===== config.mk =====
export PLATFORM = sky130hd
export DESIGN_NAME = token_rewriter
export DESIGN_NICKNAME = d
export VERILOG_FILES = /design/src/rtl/token_rewriter.sv
export SDC_FILE = /design/constraint.sdc
export NUM_CORES = 1
export LEC_CHECK = 0
export ABC_CLOCK_PERIOD_IN_PS = 3450
export CORE_MARGIN = 10
export CORE_UTILIZATION = 40
export CTS_CLUSTER_SIZE = 30
export DETAILED_ROUTE_END_ITERATION = 8
export GPL_TIMING_DRIVEN = 1
export PLACE_DENSITY = 0.74
export SYNTH_ARGS = -nofsm -noshare
export SYNTH_HDL_FRONTEND = slang
export SYNTH_SLANG_ARGS = --single-unit

===== constraint.sdc =====
create_clock -name clk -period 3.45 [get_ports clk]
set_clock_uncertainty 0.2 [all_clocks]
set_input_delay 1.035 -clock clk [delete_from_list [all_inputs] [get_ports clk]]
set_output_delay 1.035 -clock clk [all_outputs]
set_load 0.01 [all_outputs]

===== src/rtl/token_rewriter.sv =====
// Rewrites a SEP-delimited word list through a key/replacement vocabulary.
// Hit words emit the replacement, misses are copied verbatim; output ends with an extra SEP.
module token_rewriter #(
   parameter int DATA_WIDTH = 8,
   parameter int ADDR_WIDTH = 4,
   parameter int SEP        = 0,
   parameter int CNT_WIDTH  = 8
) (
   input  logic                  clk,
   input  logic                  rst_n,
   input  logic                  start,
   input  logic [ADDR_WIDTH-1:0] voc_base,
   input  logic [ADDR_WIDTH-1:0] voc_last,
   output logic [ADDR_WIDTH-1:0] in_addr,
   input  logic [DATA_WIDTH-1:0] in_data,
   output logic [ADDR_WIDTH-1:0] voc_addr,
   input  logic [DATA_WIDTH-1:0] voc_data,
   output logic [ADDR_WIDTH-1:0] out_addr,
   output logic [DATA_WIDTH-1:0] out_wdata,
   output logic                  out_we,
   output logic                  busy,
   output logic                  done,
   output logic                  err,
   output logic [CNT_WIDTH-1:0]  hits,
   output logic [CNT_WIDTH-1:0]  misses
);

   // state   | meaning
   // IDLE    | waiting for start
   // INIT    | clear counters/addresses, point at first vocab entry
   // WSTART  | at start of an input word, or at input end
   // CMP     | comparing word against current key
   // SKIPK   | skipping rest of a mismatched key
   // SKIPR   | skipping replacement to reach next entry
   // HIT     | count hit, voc_addr at replacement
   // COPY    | writing replacement symbols
   // MISS    | count miss, rewind to word start
   // COPYW   | writing original word symbols
   // EMIT    | writing word separator
   // TERM    | writing output terminator
   // DONE    | run finished, results held
   typedef enum logic [3:0] {
      S_IDLE, S_INIT, S_WSTART, S_CMP, S_SKIPK, S_SKIPR, S_HIT,
      S_COPY, S_MISS, S_COPYW, S_EMIT, S_TERM, S_DONE
   } state_t;

   localparam logic [DATA_WIDTH-1:0] SEP_V = DATA_WIDTH'(SEP);
   localparam logic [ADDR_WIDTH-1:0] A_MAX = '1;
   localparam logic [CNT_WIDTH-1:0]  C_MAX = '1;

   state_t                state;
   logic [ADDR_WIDTH-1:0] ws;
   logic [ADDR_WIDTH-1:0] vbase;
   logic [ADDR_WIDTH-1:0] vlast;
   logic [ADDR_WIDTH-1:0] wptr;
   logic                  full;
   logic                  key_start;

   logic                  in_sep, voc_sep, in_end, voc_end;
   logic                  wr_req;
   logic [DATA_WIDTH-1:0] wr_data;

   assign in_sep  = (in_data == SEP_V);
   assign voc_sep = (voc_data == SEP_V);
   assign in_end  = (in_addr == A_MAX);
   assign voc_end = (voc_addr >= vlast);

   always_comb begin
      wr_req  = 1'b0;
      wr_data = SEP_V;
      case (state)
         S_COPY: begin
            wr_req  = !voc_sep;
            wr_data = voc_data;
         end
         S_COPYW: begin
            wr_req  = !in_sep;
            wr_data = in_data;
         end
         S_EMIT, S_TERM: wr_req = 1'b1;
         default: ;
      endcase
   end

   always_ff @(posedge clk or negedge rst_n) begin
      if (!rst_n) begin
         state     <= S_IDLE;
         in_addr   <= '0;
         voc_addr  <= '0;
         out_addr  <= '0;
         out_wdata <= '0;
         out_we    <= 1'b0;
         busy      <= 1'b0;
         done      <= 1'b0;
         err       <= 1'b0;
         hits      <= '0;
         misses    <= '0;
         ws        <= '0;
         vbase     <= '0;
         vlast     <= '0;
         wptr      <= '0;
         full      <= 1'b0;
         key_start <= 1'b0;
      end else begin
         out_we <= 1'b0;
         // The last output slot is already used: abort instead of wrapping.
         if (wr_req && full) begin
            err   <= 1'b1;
            busy  <= 1'b0;
            done  <= 1'b1;
            state <= S_DONE;
         end else begin
            if (wr_req) begin
               out_we    <= 1'b1;
               out_wdata <= wr_data;
               out_addr  <= wptr;
               if (wptr == A_MAX) full <= 1'b1;
               else               wptr <= wptr + 1'b1;
            end
            case (state)
               S_IDLE, S_DONE: begin
                  if (start) begin
                     vbase <= voc_base;
                     vlast <= voc_last;
                     done  <= 1'b0;
                     state <= S_INIT;
                  end
               end
               S_INIT: begin
                  hits     <= '0;
                  misses   <= '0;
                  err      <= 1'b0;
                  busy     <= 1'b1;
                  in_addr  <= '0;
                  voc_addr <= vbase;
                  out_addr <= '0;
                  wptr     <= '0;
                  full     <= 1'b0;
                  ws       <= '0;
                  state    <= S_WSTART;
               end
               S_WSTART: begin
                  if (in_sep || in_end) begin
                     state <= S_TERM;
                  end else begin
                     ws        <= in_addr;
                     voc_addr  <= vbase;
                     key_start <= 1'b1;
                     state     <= (vbase > vlast) ? S_MISS : S_CMP;
                  end
               end
               S_CMP: begin
                  key_start <= 1'b0;
                  if (key_start && voc_sep) begin
                     state <= S_MISS;
                  end else if (in_sep && voc_sep) begin
                     if (voc_addr != A_MAX) voc_addr <= voc_addr + 1'b1;
                     state <= S_HIT;
                  end else if (in_data == voc_data && !in_end && !voc_end) begin
                     in_addr  <= in_addr + 1'b1;
                     voc_addr <= voc_addr + 1'b1;
                  end else begin
                     state <= S_SKIPK;
                  end
               end
               S_SKIPK: begin
                  if (voc_end)      state <= S_MISS;
                  else begin
                     voc_addr <= voc_addr + 1'b1;
                     if (voc_sep) state <= S_SKIPR;
                  end
               end
               S_SKIPR: begin
                  if (voc_end) begin
                     state <= S_MISS;
                  end else begin
                     voc_addr <= voc_addr + 1'b1;
                     if (voc_sep) begin
                        in_addr   <= ws;
                        key_start <= 1'b1;
                        state     <= S_CMP;
                     end
                  end
               end
               S_HIT: begin
                  if (hits != C_MAX) hits <= hits + 1'b1;
                  state <= S_COPY;
               end
               S_COPY: begin
                  if (voc_sep || voc_addr == A_MAX) begin
                     if (!in_end) in_addr <= in_addr + 1'b1;
                     state <= S_EMIT;
                  end else begin
                     voc_addr <= voc_addr + 1'b1;
                  end
               end
               S_MISS: begin
                  if (misses != C_MAX) misses <= misses + 1'b1;
                  in_addr <= ws;
                  state   <= S_COPYW;
               end
               S_COPYW: begin
                  if (!in_end) in_addr <= in_addr + 1'b1;
                  if (in_sep || in_end) state <= S_EMIT;
               end
               S_EMIT: state <= S_WSTART;
               S_TERM: begin
                  busy  <= 1'b0;
                  done  <= 1'b1;
                  state <= S_DONE;
               end
               default: state <= S_IDLE;
            endcase
         end
      end
   end

endmodule

; ---- Yosys cells after proc, flatten, opt, wreduce, memory -nomap -nowiden
; Cells that the tools add are included.
[word_totals]
elab_cells = 165
register_bits = 62
out_inout_bits = 40
ramBits = 0
latchBits = 0
rom_bits = 0
mem_count = 0
[classes]
reduce_logical = 42
n_div = 0
shift = 0
add_sub_neg = 5
magnitude_cmp = 2
multipliers = 0
eq_ne = 39
mux = 59
n_bitwise = 1
[op_table]
columns = operator, count
row1 = 2-to-1 mux 4 bit, 33
row2 = case mux 8 bit (2 select lines), 3
row3 = case mux 4 bit (11 select lines), 1
row4 = "equality test 4 bit, second input constant", 8
row5 = case mux 4 bit (6 select lines), 1
row6 = "inequality test 2 bit, second input constant", 11
row7 = case mux 4 bit (5 select lines), 1
row8 = AND reduction 3 bit, 6
row9 = "adder 8 x 1 -> 8 bit, second input constant", 2
row10 = "equality test 4 x 3 -> 1 bit, second input constant", 4
row11 = zero test 8 bit, 2
row12 = 2-to-1 mux 8 bit, 2
row13 = "inequality test 8 bit, second input constant", 2
row14 = AND reduction 8 bit, 2
row15 = "inequality test 3 bit, second input constant", 5
row16 = 2-to-1 mux 1 bit, 13
row17 = "adder 4 x 1 -> 4 bit, second input constant", 3
row18 = "inequality test 4 bit, second input constant", 3
row19 = nonzero test 2 bit, 6
row20 = nonzero test 3 bit, 3
row21 = "equality test 4 x 2 -> 1 bit, second input constant", 2
row22 = equality test 8 bit, 1
row23 = case mux 4 bit (2 select lines), 1
row24 = OR reduction 2 bit, 4
row25 = 17 further kinds, 29

; ---- Logic depth before layout (Yosys ltp)
[logic_depth]
depth_word = 9
depth_mapped = 9

; ---- Worst setup path after synthesis
; Ideal clock, no wire load.
[synth_timing]
kind = input to register
startpoint = in voc_data[1]
endpoint = reg state[3]
t_arrival_ps = 2718
path_slack_ps = 407
path_stages = 6
t_required_ps = 3125
cell_sequence = or4_1 -> o211ai_2 -> nand3_2 -> a2111oi_4 -> o211ai_1 -> mux2_2
[synth_between]
elab_chain_len = 6
elab_cells_between_ends = 21
[synth_lines]
columns = item, line
row1 = start: declaration, 17  ; input logic [DATA_WIDTH-1:0] voc_data,
row2 = zero test 8 bit, 64  ; assign voc_sep = (voc_data == SEP_V);
row3 = zero test 1 bit or logical AND 1 bit (tied branches), "73, 156"
row4 = case mux 1 bit (3 select lines) or 2-to-1 mux 4 bit (tied branches), "71, 156"
row5 = logical AND 1 bit or 2-to-1 mux 4 bit (tied branches), "107, 154"
row6 = "inequality test 5 bit (no source line), or another cell as far along", n/a
row7 = AND reduction 6 bit (no source line) or 2-to-1 mux 4 bit (tied branches), n/a
row8 = end signal: assignment, 149  ; state <= (vbase > vlast) ? S_MISS : S_CMP;
row9 = end: declaration, 51  ; state_t state;
; Parallel ways exist; a longest one is shown, timed or not.
; A chain may end at the register's enable or synchronous reset.

; ---- Worst setup path after layout
[layout_timing]
startpoint = in voc_data[1]
endpoint = reg in_addr[0]
[layout_between]
elab_chain_len = 6
elab_cells_between_ends = 17
[layout_lines]
columns = item, line
row1 = zero test 8 bit, 64
row2 = zero test 1 bit, 73  ; wr_req = !voc_sep;
row3 = case mux 1 bit (3 select lines), 71  ; case (state)
row4 = logical AND 1 bit, 107  ; if (wr_req && full) begin
row5 = inverter 1 bit (no source line), n/a
row6 = AND reduction 8 bit (no source line) (*), n/a
row7 = end signal: assignment, 160  ; in_addr <= in_addr + 1'b1;
row8 = end signal: assignment, 179  ; in_addr <= ws;
row9 = end signal: assignment, 191  ; if (!in_end) in_addr <= in_addr + 1'b1;
row10 = end: declaration, 14  ; output logic [ADDR_WIDTH-1:0] in_addr,
; Every way passes the cells marked *; elsewhere a longest branch is shown, timed or not.

==> metrics.md <==
| Metric | Value |
|---|---|
| TritonCTS buffer count | `9` |
| CTS resizes | `0` |
| DRT iter0 DRCs | `268` |
| Max frequency | `308 MHz` |
| Clock Pin Slew Worst Setup and Hold Paths | `~0.080 ns` |
| Antenna violations before repair | `0` |
| Status | `completed` |
| Relative slew slack | `47.3%` |
| Post-synth EDFFs | `0` |
| H-tree Lvls | `3` |
| Flops & latches, synth | `62` |
| WS Path Type | `input pin to flop` |
| Yosys cell types | `62` |
| Share of layout cells above drive strength 1 | `18.6%` |
| Synth Cell Area | `3790 sq um` |
| Post-synthesis sequential area ratio | `between 40 and 50%` |
| Crit path buf inv count | `1` |
| IO Count | `between 60 and 70` |
| Final setup viols | `0` |
| Multi-input gate area | `2150 sq um` |
| PnR worst setup slack | `a little under 0.2 ns` |
| Crit path max fanout | `6` |
| Residual DRC count | `0` |
| Synth warn | `0` |
| Mapped Nets | `445` |
| Die Wd | `117 microns` |
| Vias post-DR | `about 3,500` |
| Worst Hold Depth | `1` |
| Compound-Gate Fraction of Synth Area | `about a fifth` |
| Largest net degree at the start of global routing | `63` |
| Placed cells | `630` |
| Clock sinks | `62` |
| ANT nets after route | `0` |
| Worst-path cell chain | `clkdlybuf4s50_1 -> or4_1 -> nor2_2 -> o21ai_1 -> a21oi_1 -> nand4_1 -> mux2_2` |
| CTS Root Cell | `clkbuf_8` |
| Drt wl/cell | `16.9 microns` |
| Area of the die | `13,800 sq um` |
| Final Critical Period | `3.25 ns` |
| Final cell count without fillers | `646` |
| I/O Buffers | `66` |
| Maximum clock path buffer count | `2` |
| Hold Path Sink | `vlast[1]` |
| CP Capture Type | `flop` |
| CP max-delay cell | `or4_1` |
| Area growth syn-to-layout | `36.1%` |
| Antenna diodes | `0` |
| Least-Margin Pin Slew | `0.790 ns` |
| Adder-cell share of the synthesized area | `4.29%` |
| R2R cell count | `8` |
| XOR/XNOR Fraction of Synth Area | `4.62%` |
| Max-cap violations | `0` |
| Largest family of logic cells by synthesized area | `simple AND/OR/NAND/NOR gates` |
| Primary FF master, synth | `dfrtp_1` |
| Crit-path leading delay family | `simple AND/OR/NAND/NOR gates` |
| Worst Hold Launch | `vlast[1]` |
| Vias in the first global route | `about 3,700` |
| Vias per cell | `5.46` |
| Critical Path AT | `3.28 ns` |
| Final cycle utilization of the critical path | `94.3%` |
| DRT Pass-1 Iters | `5` |
| Detailed placement HPWL | `8370 microns` |
| RR Endpoint | `in_addr[0]` |
| Post-cts hold buffer count | `0` |
| Num rows | `35` |
| Filler cell count | `823` |
| Initial Utilization | `41.1%` |
| Crit start category | `input pin` |
| # nets final | `552` |
| Area share of the largest cell type after synthesis | `40.9%` |
| Asr flop ratio synth | `100%` |
| Total negative slack | `0 ns` |
| Fin. Hold Viols | `0` |
| VDD IR-drop max | `0.378 mV` |
| Post-synthesis mux area share | `6.26%` |
| GRT Total Usage | `16.0%` |
| Worst Hold Class | `flop to flop` |
| RSZ-0062 raised after global routing | `false` |
| FF-to-FF setup slack | `0.46 ns` |
| Global-route wire length before repair | `about 19,000 microns` |
| Mean Syn Cell Area | `9.37 sq um` |
| GPL Wtd Cong | `0.904` |
| Place WS | `-0.156 ns` |
| Biggest cell delay along the critical path | `roughly 0.62 ns` |
| Placeable Area | `between 9000 and 10,000 sq um` |
| LEAKAGE | `around 0.0022 uW` |
| Post-CTS setup buffers | `0` |
| Pwr dens | `791 nW/um^2` |
| Post-Synthesis Cells | `just over 400` |
| Crit Reg-Reg Startpoint | `voc_addr[0]` |
| Required time worst endpoint | `around 3.5 ns` |
| CTS tree | `built` |
| Max-slew violation count | `0` |
| Area leader, netlist | `dfrtp_1` |
| Total congestion overflow | `0` |
| Simple-gate portion of the synthesized area | `a little under a quarter` |
| Die H | `around 120 microns` |
| FF+latch area | `~1600 sq um` |
| Top cells by area, synth | `dfrtp_1 41%, nor2_1 4.5%, ha_1 4.3%, mux2_2 4.2%, nand2_1 3.7%` |
| Clock latency on the worst-skew pair | `0.34 ns` |
| Routed WL | `about 11,000 microns` |
## power breakdown
group	leakage [uW]	internal [uW]	total, uW	switching, uW
clock network	0.000127	506	823	316
registers	0.000802	954	1190	231
logic	0.00127	977	2080	1100
total	0.00220	2440	4080	1650
## Yosys cell counts, types with 4 or more instances
master	number
nor2_1	45
nand2_1	37
a21oi_1	23
buf_2	4
clkbuf_1	7
inv_1	10
a31oi_1	5
xor2_1	13
nand3_1	14
and3_1	10
mux2i_1	8
or2_2	4
nand2b_1	8
o21ai_0	21
nand4_1	7
nor3_1	6
dfrtp_1	62
a22oi_1	12
nor4_1	4
ha_1	13
nor2b_1	8
mux2_2	14
xnor2_1	7
## metrics by stage
step / power (uW) / hold slack (ns) / area (sq um) / utilization, %
2_1_floorplan: 2430 / 0.272 / 3790 / -
3_3_place_gp: 3200 / 0.281 / 4910 / 53.1
3_5_place_dp: 3270 / 0.297 / 4910 / 53.1
4_1_cts: 4100 / 0.315 / 5160 / 55.9
5_1_grt: 4400 / 0.344 / 5160 / 55.9
6_report: 4080 / 0.313 / 5160 / 55.9
## per-layer routing
| metal | global-route usage, % | routed length [microns] | part of all wire [%] | vias up |
|---|---|---|---|---|
| li1 | - | - | - | 1698 |
| met1 | 19.8 | 4760 | 43 | 1716 |
| met2 | 26.0 | 5370 | 49 | 97 |
| met3 | 4.08 | 639 | 5.8 | 14 |
| met4 | 6.26 | 178 | 1.6 | 0 |
| met5 | 0 | 0 | 0 | - |
## flip-flops by register name, summed over array words and instances (netlist names)
name,count
hits,8
misses,8
out_wdata,8
in_addr,4
out_addr,4
state,4
vbase,4
vlast,4
voc_addr,4
wptr,4
ws,4
busy,1
done,1
err,1
full,1
key_start,1
out_we,1
## layout by cell type (no fill, tap or decap), types with 8 or more instances in the layout
cell type,count
a21oi_1,22
a22oi_1,12
and3_1,10
buf_4,41
clkbuf_8,10
clkdlybuf4s50_1,65
dfrtp_1,62
ha_1,13
inv_1,10
mux2_2,14
mux2i_1,8
nand2_1,37
nand2b_1,8
nand3_1,14
nor2_1,45
nor2b_1,8
o21ai_0,21
xor2_1,13
## cell families (layout without fill, tap and decap cells)
logic type	count (synthesis)	after routing
simple gates	165	165
fa+ha+maj	13	13
mux	22	22
xor+xnor	20	20
flops	62	62
compound gates	99	99
buf+inv	24	136
## area by class of cell
type | count | share of cell area [%]
well taps | 129 | 3.13
clock buffers | 10 | 2.67
multi-input cells | 319 | 41.7
repair buffers | 109 | 19.4
clock inverters | 6 | 2.25
flip-flops and latches | 62 | 30.0
inverters | 11 | 0.800
## how the worst max path moves through the flow
stage,from,endpoint,slack (ns),depth (start not counted)
detailed placement,voc_data[1],in_addr[0],-0.16,7
global placement,in_data[5],in_addr[1],-0.13,7
floorplan,voc_data[1],state[3],0.41,6
finish,voc_data[1],in_addr[0],0.20,7
CTS,voc_data[1],in_addr[0],0.20,7
global route,in_data[1],state[2],0.05,9
Note: power is estimated with default switching activity, not from simulation.
